$ cat config.mk
export PLATFORM = sky130hd
export DESIGN_NAME = spi_slave_responder
export DESIGN_NICKNAME = d
export VERILOG_FILES = /design/src/rtl/spi_slave_responder.sv
export SDC_FILE = /design/constraint.sdc
export NUM_CORES = 1
export LEC_CHECK = 0
export ABC_CLOCK_PERIOD_IN_PS = 1400
export CAP_MARGIN = 20
export CORE_UTILIZATION = 45
export DETAILED_ROUTE_END_ITERATION = 8
export PLACE_DENSITY = 0.83
export SLEW_MARGIN = 5
export SYNTH_ARGS = -nofsm -noshare
export SYNTH_HDL_FRONTEND = slang
export SYNTH_SLANG_ARGS = --single-unit
$ cat constraint.sdc
create_clock -name clk -period 1.4 [get_ports clk]
set_input_delay 0.28 -clock clk [delete_from_list [all_inputs] [get_ports clk]]
set_output_delay 0.28 -clock clk [all_outputs]
set_load 0.005 [all_outputs]
$ cat src/rtl/spi_slave_responder.sv
// SPI mode-0 target (CPOL=0, CPHA=0, MSB first), oversampled in the clk domain.
// Exposes received words and accepts words to send as valid/ready byte streams.
module spi_slave_responder #(
  parameter int unsigned   DW          = 8,
  parameter int unsigned   SYNC_STAGES = 2,
  parameter logic [DW-1:0] IDLE_WORD   = DW'(8'hFF)
) (
  input  logic          clk,
  input  logic          rstn,
  input  logic          spi_cs,
  input  logic          spi_sclk,
  input  logic          spi_mosi,
  output logic          spi_miso,
  output logic          spi_miso_oe,
  input  logic [DW-1:0] tx_data,
  input  logic          tx_valid,
  output logic          tx_ready,
  output logic [DW-1:0] rx_data,
  output logic          rx_valid,
  input  logic          rx_ready,
  input  logic          clr_flags,
  output logic          rx_overflow,
  output logic          tx_underrun,
  output logic          busy
);

  localparam int unsigned CW = (DW > 1) ? $clog2(DW) : 1;

  typedef enum logic [1:0] {
    S_IDLE,
    S_LOAD,
    S_SHIFT,
    S_RELOAD
  } state_e;

  // Pin synchronisers and edge-detect history
  logic [SYNC_STAGES-1:0] cs_sync_q, sclk_sync_q, mosi_sync_q;
  logic                   cs_prev_q, sclk_prev_q;
  logic                   cs_s, sclk_s, mosi_s;
  logic                   cs_fall, sclk_rise, sclk_fall;

  // Frame state
  state_e          state_q, state_d;
  logic [CW-1:0]   bitcnt_q, bitcnt_d;
  logic [DW-1:0]   tx_shift_q, tx_shift_d;
  logic [DW-1:0]   rx_shift_q, rx_shift_d;
  logic [DW-1:0]   rx_data_q, rx_data_d;
  logic            rx_valid_q, rx_valid_d;
  logic            tx_ready_q, tx_ready_d;
  logic            rx_overflow_q, rx_overflow_d;
  logic            tx_underrun_q, tx_underrun_d;

  // Per-cycle events decoded by the FSM
  logic            handshake;
  logic            word_done;
  logic            ovf_set;
  logic            udr_set;
  logic [DW-1:0]   rx_word;

  assign cs_s   = cs_sync_q[SYNC_STAGES-1];
  assign sclk_s = sclk_sync_q[SYNC_STAGES-1];
  assign mosi_s = mosi_sync_q[SYNC_STAGES-1];

  // cs_prev_q resets low, so a CS held low through reset is not taken as a fall;
  // CS has to be seen high before the next frame can start.
  assign cs_fall   = cs_prev_q & ~cs_s;
  assign sclk_rise = sclk_s & ~sclk_prev_q;
  assign sclk_fall = ~sclk_s & sclk_prev_q;

  assign rx_word = {rx_shift_q[DW-2:0], mosi_s};

  // NOTE: sequential state is only ever updated with non-blocking assignments so
  // every flop samples the pre-edge value of its neighbours.
  always_ff @(posedge clk or negedge rstn) begin
    if (!rstn) begin
      cs_sync_q   <= '0;
      sclk_sync_q <= '0;
      mosi_sync_q <= '0;
      cs_prev_q   <= 1'b0;
      sclk_prev_q <= 1'b0;
    end else begin
      cs_sync_q   <= {cs_sync_q[SYNC_STAGES-2:0], spi_cs};
      sclk_sync_q <= {sclk_sync_q[SYNC_STAGES-2:0], spi_sclk};
      mosi_sync_q <= {mosi_sync_q[SYNC_STAGES-2:0], spi_mosi};
      cs_prev_q   <= cs_s;
      sclk_prev_q <= sclk_s;
    end
  end

  always_ff @(posedge clk or negedge rstn) begin
    if (!rstn) begin
      state_q       <= S_IDLE;
      bitcnt_q      <= '0;
      tx_shift_q    <= '0;
      rx_shift_q    <= '0;
      rx_data_q     <= '0;
      rx_valid_q    <= 1'b0;
      tx_ready_q    <= 1'b0;
      rx_overflow_q <= 1'b0;
      tx_underrun_q <= 1'b0;
    end else begin
      state_q       <= state_d;
      bitcnt_q      <= bitcnt_d;
      tx_shift_q    <= tx_shift_d;
      rx_shift_q    <= rx_shift_d;
      rx_data_q     <= rx_data_d;
      rx_valid_q    <= rx_valid_d;
      tx_ready_q    <= tx_ready_d;
      rx_overflow_q <= rx_overflow_d;
      tx_underrun_q <= tx_underrun_d;
    end
  end

  // NOTE: every variable written here gets a default first, so no path through
  // the case statement leaves one unassigned and no latch is inferred.
  always_comb begin
    state_d    = state_q;
    bitcnt_d   = bitcnt_q;
    tx_shift_d = tx_shift_q;
    rx_shift_d = rx_shift_q;
    tx_ready_d = 1'b0;
    handshake  = 1'b0;
    word_done  = 1'b0;
    udr_set    = 1'b0;

    if (state_q != S_IDLE && cs_s) begin
      // Abort: the partial rx word is dropped and any consumed tx word is lost.
      state_d    = S_IDLE;
      bitcnt_d   = '0;
      rx_shift_d = '0;
    end else begin
      unique case (state_q)
        S_IDLE: begin
          if (cs_fall) state_d = S_LOAD;
        end
        S_LOAD: begin
          handshake = 1'b1;
        end
        S_SHIFT: begin
          if (sclk_rise) begin
            rx_shift_d = rx_word;
            if (bitcnt_q == CW'(DW - 1)) begin
              bitcnt_d  = '0;
              word_done = 1'b1;
              state_d   = S_RELOAD;
            end else begin
              bitcnt_d = bitcnt_q + CW'(1);
            end
          end else if (sclk_fall) begin
            tx_shift_d = {tx_shift_q[DW-2:0], 1'b0};
          end
        end
        S_RELOAD: begin
          if (sclk_fall) handshake = 1'b1;
        end
        default: state_d = S_IDLE;
      endcase

      if (handshake) begin
        state_d  = S_SHIFT;
        bitcnt_d = '0;
        if (tx_valid) begin
          tx_shift_d = tx_data;
          tx_ready_d = 1'b1;
        end else begin
          tx_shift_d = IDLE_WORD;
          udr_set    = 1'b1;
        end
      end
    end
  end

  // Receive handoff: a completing word may replace one being accepted this cycle.
  always_comb begin
    rx_data_d  = rx_data_q;
    rx_valid_d = rx_valid_q;
    ovf_set    = 1'b0;
    if (word_done) begin
      if (!rx_valid_q || rx_ready) begin
        rx_data_d  = rx_word;
        rx_valid_d = 1'b1;
      end else begin
        ovf_set = 1'b1;
      end
    end else if (rx_valid_q && rx_ready) begin
      rx_valid_d = 1'b0;
    end
  end

  // Setting a flag wins over clearing it in the same cycle.
  assign rx_overflow_d = ovf_set | (rx_overflow_q & ~clr_flags);
  assign tx_underrun_d = udr_set | (tx_underrun_q & ~clr_flags);

  // tx_ready is a registered pulse, one cycle after tx_data was captured, so it
  // carries no combinational path from tx_valid.
  assign tx_ready    = tx_ready_q;
  assign spi_miso_oe = (state_q != S_IDLE);
  assign spi_miso    = spi_miso_oe & tx_shift_q[DW-1];
  assign busy        = (state_q != S_IDLE);
  assign rx_data     = rx_data_q;
  assign rx_valid    = rx_valid_q;
  assign rx_overflow = rx_overflow_q;
  assign tx_underrun = tx_underrun_q;

endmodule

==> results of run 1 <==
[report_power, final]
group	leakage, nW	internal, mW	switching (mW)
clock	0.0380	0.239	0.376
combinational	0.590	0.371	0.333
sequential	0.526	1.29	0.0942
total	1.15	1.90	0.803
[cell usage in the layout, fill, tap and decap left out, types with 2 or more instances in the layout]
| cell type | synthesis | layout |
|---|---|---|
| a211oi_1 | 7 | 4 |
| a211oi_2 | 0 | 3 |
| a22o_1 | 7 | 7 |
| a32o_1 | 3 | 3 |
| and2_4 | 0 | 3 |
| buf_12 | 0 | 2 |
| buf_4 | 1 | 21 |
| buf_6 | 0 | 7 |
| clkbuf_4 | 0 | 5 |
| clkdlybuf4s50_1 | 0 | 14 |
| clkinv_2 | 0 | 2 |
| dfrtp_1 | 40 | 39 |
| dlygate4sd2_1 | 0 | 12 |
| inv_1 | 4 | 4 |
| mux2_2 | 8 | 7 |
| nand2_1 | 2 | 2 |
| nand2b_1 | 2 | 2 |
| nand3_1 | 9 | 7 |
| nand3_2 | 0 | 2 |
| nor2_1 | 9 | 9 |
| o21ai_1 | 1 | 2 |
| o31ai_2 | 0 | 5 |
| o31ai_4 | 0 | 2 |
[logic make-up (layout without fill, tap and decap cells)]
group	Yosys count	count (layout)	synth area share, %
adders and majority gates	2	2	1.55
AOI/OAI and AO/OA	33	33	15.9
and+or+nand+nor	34	34	11.7
buffers and inverters	12	70	3.26
DFF	40	40	62.0
muxes	8	8	5.58
[per-stage QoR]
step | utilization [%] | power [mW] | area [µm²]
after floorplan | - | 1.65 | 1650
after global placement | 62.1 | 1.85 | 2110
after detailed placement | 62.1 | 1.88 | 2110
after CTS | 65.8 | 2.52 | 2230
after global routing | 70.1 | 2.84 | 2370
final | 70.1 | 2.71 | 2370
[critical path: cells and delay by family (launching register included)]
family,cells,cell delay (ns)
buffers and inverters,1,0.10
and+or+nand+nor,2,0.41
DFF,1,0.41
[worst min-delay path by stage]
| stage | end | slack, ns | depth (start not counted) |
|---|---|---|---|
| floorplan | bitcnt_q[0] | -0.02 | 0 |
| global placement | rx_data[4] | 0.26 | 2 |
| detailed placement | rx_data[4] | 0.27 | 2 |
| CTS | mosi_sync_q[0] | 0.34 | 1 |
| global route | mosi_sync_q[0] | 0.34 | 1 |
| finish | mosi_sync_q[0] | 0.35 | 1 |
[state kept, by name (all words and copies together), names as in the netlist, 2 cells and up]
| signal | flops |
|---|---|
| bitcnt_q | 3 |
| cs_sync_q | 2 |
| mosi_sync_q | 2 |
| rx_data | 8 |
| rx_shift_q | 7 |
| sclk_sync_q | 2 |
| state_q | 2 |
| tx_shift_q | 8 |
[layer usage]
| metal | vias to the layer above | part of all wire, % |
|---|---|---|
| met5 | - | 0 |
| met4 | 0 | 2.7 |
| met3 | 14 | 5.1 |
| met2 | 39 | 51 |
| met1 | 644 | 41 |
| li1 | 589 | - |
[repair_timing]
action	CTS	global route
setup buffers	7	4
endpoints found under the hold margin	40	0
resized for setup	35	25
setup endpoints to repair	40	29
pin swaps	5	1
hold buffers	1	0
[cell type report]
class | instances | area [µm²]
inverter | 4 | 15.0
multi-input combinational | 77 | 702
timing repair buffer | 58 | 537
fill | 244 | 1010
clock inverter | 2 | 10.0
clock buffer | 6 | 51.3
sequential | 40 | 1000
tap | 46 | 57.6
==> flow_summary.toml, run 1 <==
[global_routing]
busiest_layer = "met2"
antenna_found_initial = 0
globalRouteOverflowTotal = 0
grt_use_met2_pct = 33.5
grt_pass1_wl_um = 5630
grt_pass1_vias = 1246
grt_max_degree = 41
met1_usage_pct = 27.1
grtUsageTotal_pct = 21.3
use_met3_pct = 5.18

[setup_path]
timing.rr.end = "rx_data[1]"
required_ns = 1.12
crit_fanout = 3
cp.arrival_ns = 1.27
cp_slowest_cell = "dfrtp_1"
cp-endpoint = "spi_miso"
ff2ff_path_depth = 5
reg2reg_slack_ns = -0.06
critical_path_class = "flip-flop to output port"
critPathLaunchType = "flip-flop"
max_stage_delay_ns = 0.41
crit_chain = "or2_4 -> and2_4 -> buf_6"
critPathCaptureType = "output port"
cp-startpoint = "state_q[0]"
r2r_start = "state_q[0]"

[final_layout]
diodes = 0
drive_gt1_share_pct = 38.5
nets = 204
area_growth_pct = 47.1
finalNonFillerCells = 233

[drt]
dr.first_iter.drc_count = 79
drt_wl_total_um = 3790
ant_nets = 0
vias_per_cell = 5.52
wl_per_cell_um = 16.3
drc_errors = 0
dr.pass1.iters = 4
num_vias = 1286

[pwr]
leakage_nw = 1.15
p_per_area_nw_per_um2 = 1140
irDropWorstVdd_mv = 0.735

[synth]
postSynth.asyncResetShare_pct = 100
synth_nets = 147
synth_cell_types = 33
ys_ff_latch = 40
synth_most_common_cell = "dfrtp_1"
synthesis.instances = 129
synth.top_cell.area_share_pct = 62.0
synth_warnings = 0
yosys-top-cells-area = "dfrtp_1 (62%), mux2_2 (5.6%), a22o_1 (3.8%)"
synth_edf_count = 0
synth_ff_type = "dfrtp_1"
netlist_top_cells_count = "dfrtp_1 (40), nand3_1 (9), nor2_1 (9)"
synth_area_leader_cell = "dfrtp_1"
avgSynthCellArea_um2 = 12.5
synth-seq-area-share_pct = 62.0
synth_area_um2 = 1610

[min_path]
min-delay-start = "spi_mosi"
worstHoldPathType = "input port to flip-flop"

[cts]
cts-root-buf = "clkbuf_4"
cts.path.max_buffers = 2
htree_levels = 2
cts.sinks = 40
cts_tree = "yes"
cts_buffers = 5
clkTransAtPathRegs_ns = 0.11
clk_latency_ns = 0.35

[die]
die_height_um = 61.9
ios = 31
die_width_um = 61.9
coreArea_um2 = 3390
dieArea_um2 = 3830
start_util_pct = 47.6
row_count = 21

[sta]
fin_tns_setup_ns = -0.767
fin_skew_ns = 0.00359
whs_ns = 0.349
slew_violations = 0
layout_min_cycle_time_ns = 1.55
rsz0062_at_grt = "true"
layout_setup_ws_ns = -0.151
relSlewSlack_pct = 78.2
fmax_mhz = 645
period_share_pct = 111
hold_violations = 0
setup_viol = 12
worst_slew_pin_slew_ns = 0.326

[flow_run]
drv_cap = 0

[placement]
place_inst = 215
hpwlAfterDp_um = 2290
place_ws_ns = -0.144
portBuffers = 30
gp_congestion = 0.782

[status]
violations = "setup timing"
status = "complete, but fails checks"
(Power assumes the default switching activity.)
==> run 2: changes to the inputs <==
--- a/config.mk
+++ b/config.mk
@@ -10,6 +10,7 @@
 export CORE_UTILIZATION = 45
 export DETAILED_ROUTE_END_ITERATION = 8
 export PLACE_DENSITY = 0.83
+export RECOVER_POWER = 50
 export SLEW_MARGIN = 5
 export SYNTH_ARGS = -nofsm -noshare
 export SYNTH_HDL_FRONTEND = slang
==> run 2 against run 1 <==
  * The flow still finishes with violations (setup timing)
  * Clock skew is the same
  * Final cell count unchanged
  * Flip-flop and latch count is the same
  * Sequential share of layout area rose by 0.22 points
  * Die area unchanged
  * Utilization decreased by 0.37 points
  * Critical path depth is the same
  * Cell area shrank 0.53%
  * Clock-buffer cell count unchanged
  * Global-route usage stayed put
  * Critical path type unchanged
  * Critical endpoint unchanged
  * Largest cell class unchanged
==> flow_summary.toml, run 2 (same netlist as run 1, synthesis figures left out) <==
[flow_run]
drv_cap = 0

[global_routing]
antenna_found_initial = 0
grt_pass1_vias = 1246
grt_max_degree = 41
grt_pass1_wl_um = 5630
grtUsageTotal_pct = 21.3
globalRouteOverflowTotal = 0

[die]
ios = 31
die_height_um = 61.9
row_count = 21
die_width_um = 61.9
dieArea_um2 = 3830
start_util_pct = 47.6
coreArea_um2 = 3390

[final_layout]
area_growth_pct = 46.4
diodes = 0
finalNonFillerCells = 233
fill_cells = 246
mostFrequentLayoutCell = "dfrtp_1"
nets = 204
layout_common_cells = "dfrtp_1 (39), buf_4 (21), dlygate4sd2_1 (12), clkdlybuf4s50_1 (11), nor2_1 (9)"
finalCoreUtilization_pct = 69.7
design_area_um2 = 2360
drive_gt1_share_pct = 38.5

[sta]
layout_min_cycle_time_ns = 1.55
slew_violations = 0
rsz0062_at_grt = "true"
worst_slew_pin_slew_ns = 0.542
fmax_mhz = 645
setup_viol = 12
relSlewSlack_pct = 63.9
fin_tns_setup_ns = -0.767
layout_setup_ws_ns = -0.151
fin_skew_ns = 0.00359
period_share_pct = 111
hold_violations = 0

[setup_path]
critical_path_class = "flip-flop to output port"
cp.arrival_ns = 1.27
critPathLaunchType = "flip-flop"
critPathCaptureType = "output port"
crit_fanout = 3
required_ns = 1.12
crit_buf_inv = 1
crit_chain = "or2_4 -> and2_4 -> buf_6"
path_delay_family = "simple AND/OR/NAND/NOR gates"
cp_slowest_cell = "dfrtp_1"
max_stage_delay_ns = 0.41

[drt]
wl_met2_um = 1940
ant_nets = 0
dr.first_iter.drc_count = 79
drc_errors = 0
wl_met1_um = 1550
top_layer = "met4"
wl_met3_um = 194
wl_per_cell_um = 16.2
drt_wl_total_um = 3790
num_vias = 1286
dr.pass1.iters = 4
vias_per_cell = 5.52

[status]
violations = "setup timing"
status = "complete, but fails checks"

[cts]
htree_levels = 2
cts_tree = "yes"
cts.path.max_buffers = 2
cts-root-buf = "clkbuf_4"
cts_buffers = 5
clkTransAtPathRegs_ns = 0.11
clk_latency_ns = 0.35
cts.sinks = 40

[placement]
dpl_cell_area_um2 = 2110
gp_congestion = 0.782
hpwlAfterDp_um = 2290
place_ws_ns = -0.144
place_inst = 215
portBuffers = 30

[pwr]
leakage_nw = 1.15
p_per_area_nw_per_um2 = 1140
irDropWorstVdd_mv = 0.735

[min_path]
worstHoldPathType = "flip-flop to flip-flop"
==> run 2: cell count changes in the layout (fill, tap and decap cells not counted) <==
cell / change
buf_12: -1
clkbuf_4: +1
dlygate4sd3_1: +3
clkdlybuf4s50_1: -3
==> run 2: final timing paths <==
check,startpoint,endpoint,cells past startpoint,slack [ns]
worst max-delay path,state_q[0],spi_miso,3,-0.15
max in group asynchronous,rstn,cs_sync_q[1],3,0.45
worst min-delay path,cs_sync_q[0],cs_sync_q[1],0,0.36
worst min register to register,cs_sync_q[0],cs_sync_q[1],0,0.36
worst max register to register,state_q[0],rx_data[1],5,-0.06
min in group asynchronous,rstn,rx_data[5],3,0.55
==> run 2: metal layers <==
layer	up-vias	global-route usage (%)
met4	0	12.4
met5	-	0
met2	39	33.5
met1	644	27.1
li1	589	-
met3	14	5.18
==> run 2: stage by stage <==
step,hold WS [ns],power (mW)
CTS,0.342,2.52
global placement,0.257,1.85
finish,0.365,2.70
floorplan,-0.0156,1.65
detailed placement,0.266,1.88
global route,0.371,2.84
==> run 2: timing repair <==
action / in CTS / in global routing
gates resized for setup: 35 / 25
buffers inserted: 7 / 4
hold buffers: 1 / 0
hold endpoints to repair: 40 / 0
setup endpoints to repair: 40 / 29
pin swaps: 5 / 1
==> run 2: cell type report <==
cell class	count	area, µm²	share of cell area (%)
Multi-Input combinational cell	77	702	29.7
Tap cell	46	57.6	2.44
Timing Repair Buffer	58	524	22.2
Clock inverter	2	10.0	0.424
Clock buffer	6	51.3	2.17
Sequential cell	40	1000	42.4
Inverter	4	15.0	0.636
==> run 2: worst register-to-register path, stage by stage (launching register included) <==
cell and delay, ns:
dfrtp_1 0.41, buf_6 0.13, nor3b_2 0.14, buf_4 0.17, nand4_4 0.17, mux2_4 0.34
==> run 2: power by group <==
group / leakage, nW / switching, mW / internal (mW)
Clock: 0.0380 / 0.376 / 0.239
Combinational: 0.586 / 0.332 / 0.365
Sequential: 0.526 / 0.0942 / 1.29
Total: 1.15 / 0.802 / 1.90
==> run 3: changes to the inputs <==
--- a/config.mk
+++ b/config.mk
@@ -7,9 +7,10 @@
 export LEC_CHECK = 0
 export ABC_CLOCK_PERIOD_IN_PS = 1400
 export CAP_MARGIN = 20
-export CORE_UTILIZATION = 45
+export CORE_ASPECT_RATIO = 0.6
+export CORE_UTILIZATION = 30
 export DETAILED_ROUTE_END_ITERATION = 8
-export PLACE_DENSITY = 0.83
+export PLACE_DENSITY = 0.62
 export RECOVER_POWER = 50
 export SLEW_MARGIN = 5
 export SYNTH_ARGS = -nofsm -noshare
==> run 3 against run 2 <==
  * The flow still finishes with violations (setup timing)
  * Clock-buffer cell count up 2
  * Critical path type is now flip-flop to flip-flop
  * Sequential power about the same
  * Critical path depth up 2
  * Cell area down 0.85%
  * Clock power up 25%
  * Hold slack worse by 0.13 ns
  * Highest routed layer unchanged
==> flow_summary.toml, run 3 (same netlist as run 1, synthesis figures left out) <==
[setup_path]
critical_path_class = "flip-flop to flip-flop"
critPathCaptureType = "flip-flop"
cp.arrival_ns = 1.64
timing.rr.end = "rx_data[0]"
ff2ff_path_depth = 5
cp-endpoint = "rx_data[0]"
r2r_start = "state_q[0]"
crit_fanout = 8
required_ns = 1.57
reg2reg_slack_ns = -0.07
cp-startpoint = "state_q[0]"
critPathLaunchType = "flip-flop"

[drt]
drt_wl_total_um = 3770
vias_per_cell = 5.04
drc_errors = 0
ant_nets = 0
dr.first_iter.drc_count = 69
dr.pass1.iters = 4
wl_per_cell_um = 15.1
num_vias = 1254

[cts]
clk_latency_ns = 0.29
cts_buffers = 5
htree_levels = 2
cts_tree = "yes"
cts-root-buf = "clkbuf_8"
cts.path.max_buffers = 2
cts.sinks = 40
clkTransAtPathRegs_ns = 0.07

[die]
dieArea_um2 = 5690
start_util_pct = 31.5
ios = 31
row_count = 20
die_width_um = 96.7
die_height_um = 58.8
coreArea_um2 = 5130

[pwr]
p_per_area_nw_per_um2 = 1210
clock_power_share_pct = 27.3
p_sw_share_pct = 28.0
irDropWorstVdd_mv = 0.382
seq_power_share_pct = 48.8
internal_power_mw = 2.04
leakage_nw = 1.14
combPwrFrac_pct = 24.0
p_sw_mw = 0.793

[placement]
place_ws_ns = -0.199
gp_congestion = 0.712
portBuffers = 30
hpwlAfterDp_um = 2480
dpl_cell_area_um2 = 2080

[sta]
layout_min_cycle_time_ns = 1.47
period_share_pct = 105
fmax_mhz = 679
relSlewSlack_pct = 33.9
fin_skew_ns = 0.00394
worst_slew_pin_slew_ns = 0.991
setup_viol = 16
layout_setup_ws_ns = -0.0730
rsz0062_at_grt = "true"
slew_violations = 0
hold_violations = 0

[global_routing]
grt_max_degree = 41
globalRouteOverflowTotal = 0
grt_pass1_vias = 1317
grt_pass1_wl_um = 6230
grtUsageTotal_pct = 14.0
antenna_found_initial = 0

[status]
violations = "setup timing"
status = "complete, but fails checks"

[final_layout]
area_growth_pct = 45.1
layout_common_cells = "dfrtp_1 (40), buf_4 (19), clkdlybuf4s50_1 (14), dlygate4sd2_1 (11), nor2_1 (9)"
nets = 200
mostFrequentLayoutCell = "dfrtp_1"
drive_gt1_share_pct = 33.3
design_area_um2 = 2340
diodes = 0

[flow_run]
drv_cap = 0

[min_path]
worstHoldPathType = "input port to asynchronous set/reset pin"
-- run 3: cell count changes in the layout (fill, tap and decap cells not counted), moves of 2 or more --
cell | previous run | this run
o31ai_2 | 5 | 3
o31ai_1 | 0 | 2
clkbuf_1 | 0 | 2
clkbuf_8 | 1 | 6
o21ai_1 | 2 | 0
clkdlybuf4s50_1 | 11 | 14
dlygate4sd3_1 | 4 | 0
clkinv_2 | 2 | 0
buf_4 | 21 | 19
clkbuf_4 | 6 | 0
-- run 3: worst min-delay path by stage --
stage | endpoint | slack [ns] | depth (start not counted)
final | state_q[1] | 0.23 | 2
after global routing | rx_data[1] | 0.33 | 2
after CTS | mosi_sync_q[0] | 0.06 | 2
after detailed placement | sclk_sync_q[1] | 0.34 | 0
after global placement | mosi_sync_q[1] | 0.33 | 0
after floorplan | bitcnt_q[0] | -0.02 | 0
-- run 3: metrics by stage --
stage | utilization [%] | hold slack [ns] | setup TNS, ns | power (mW) | instances
after floorplan | - | -0.0156 | -0.682 | 1.65 | 129
after global placement | 40.6 | 0.334 | -2.33 | 1.85 | 232
after detailed placement | 40.6 | 0.339 | -3.35 | 1.89 | 232
after CTS | 44.4 | 0.0598 | -0.549 | 2.76 | 247
after global routing | 45.7 | 0.327 | -1.66 | 2.98 | 249
final | 45.7 | 0.234 | -0.575 | 2.83 | 249
-- run 3: worst max-delay path: stages, from the launching register on --
cell	delay, ns
dfrtp_1	0.39
buf_6	0.13
nor3b_2	0.16
buf_4	0.17
nand4_4	0.16
mux2_4	0.35
-- run 3: routing by layer --
metal | GRT usage (%) | vias to the layer above | share of wire (%)
met4 | 7.68 | 0 | 3.3
met5 | 0 | - | 0
met1 | 17.3 | 621 | 44
met3 | 3.68 | 11 | 6.3
li1 | - | 579 | -
met2 | 23.0 | 43 | 46
-- run 3: area by class of cell --
type                       count  area (µm²)
clock buffer                   8        90.1
tap                           66        82.6
multi-input combinational     78         684
timing repair buffer          53         469
sequential                    40        1000
inverter                       4        15.0
fill                         438        2790
-- run 3: power by group through the flow --
stage               Combinational, mW  Clock, mW  Sequential (mW)
CTS                             0.594      0.795             1.38
detailed placement              0.499          0             1.39
floorplan                       0.275          0             1.37
global placement                0.470          0             1.38
finish                          0.678      0.771             1.38
global route                    0.739      0.845             1.39
-- run 3: repair_timing --
item | CTS | global route
cloned | 0 | 1
pin swaps | 4 | 1
resized for setup | 41 | 12
setup endpoints to repair | 39 | 30
buffers inserted | 7 | 1
hold buffers | 0 | 0
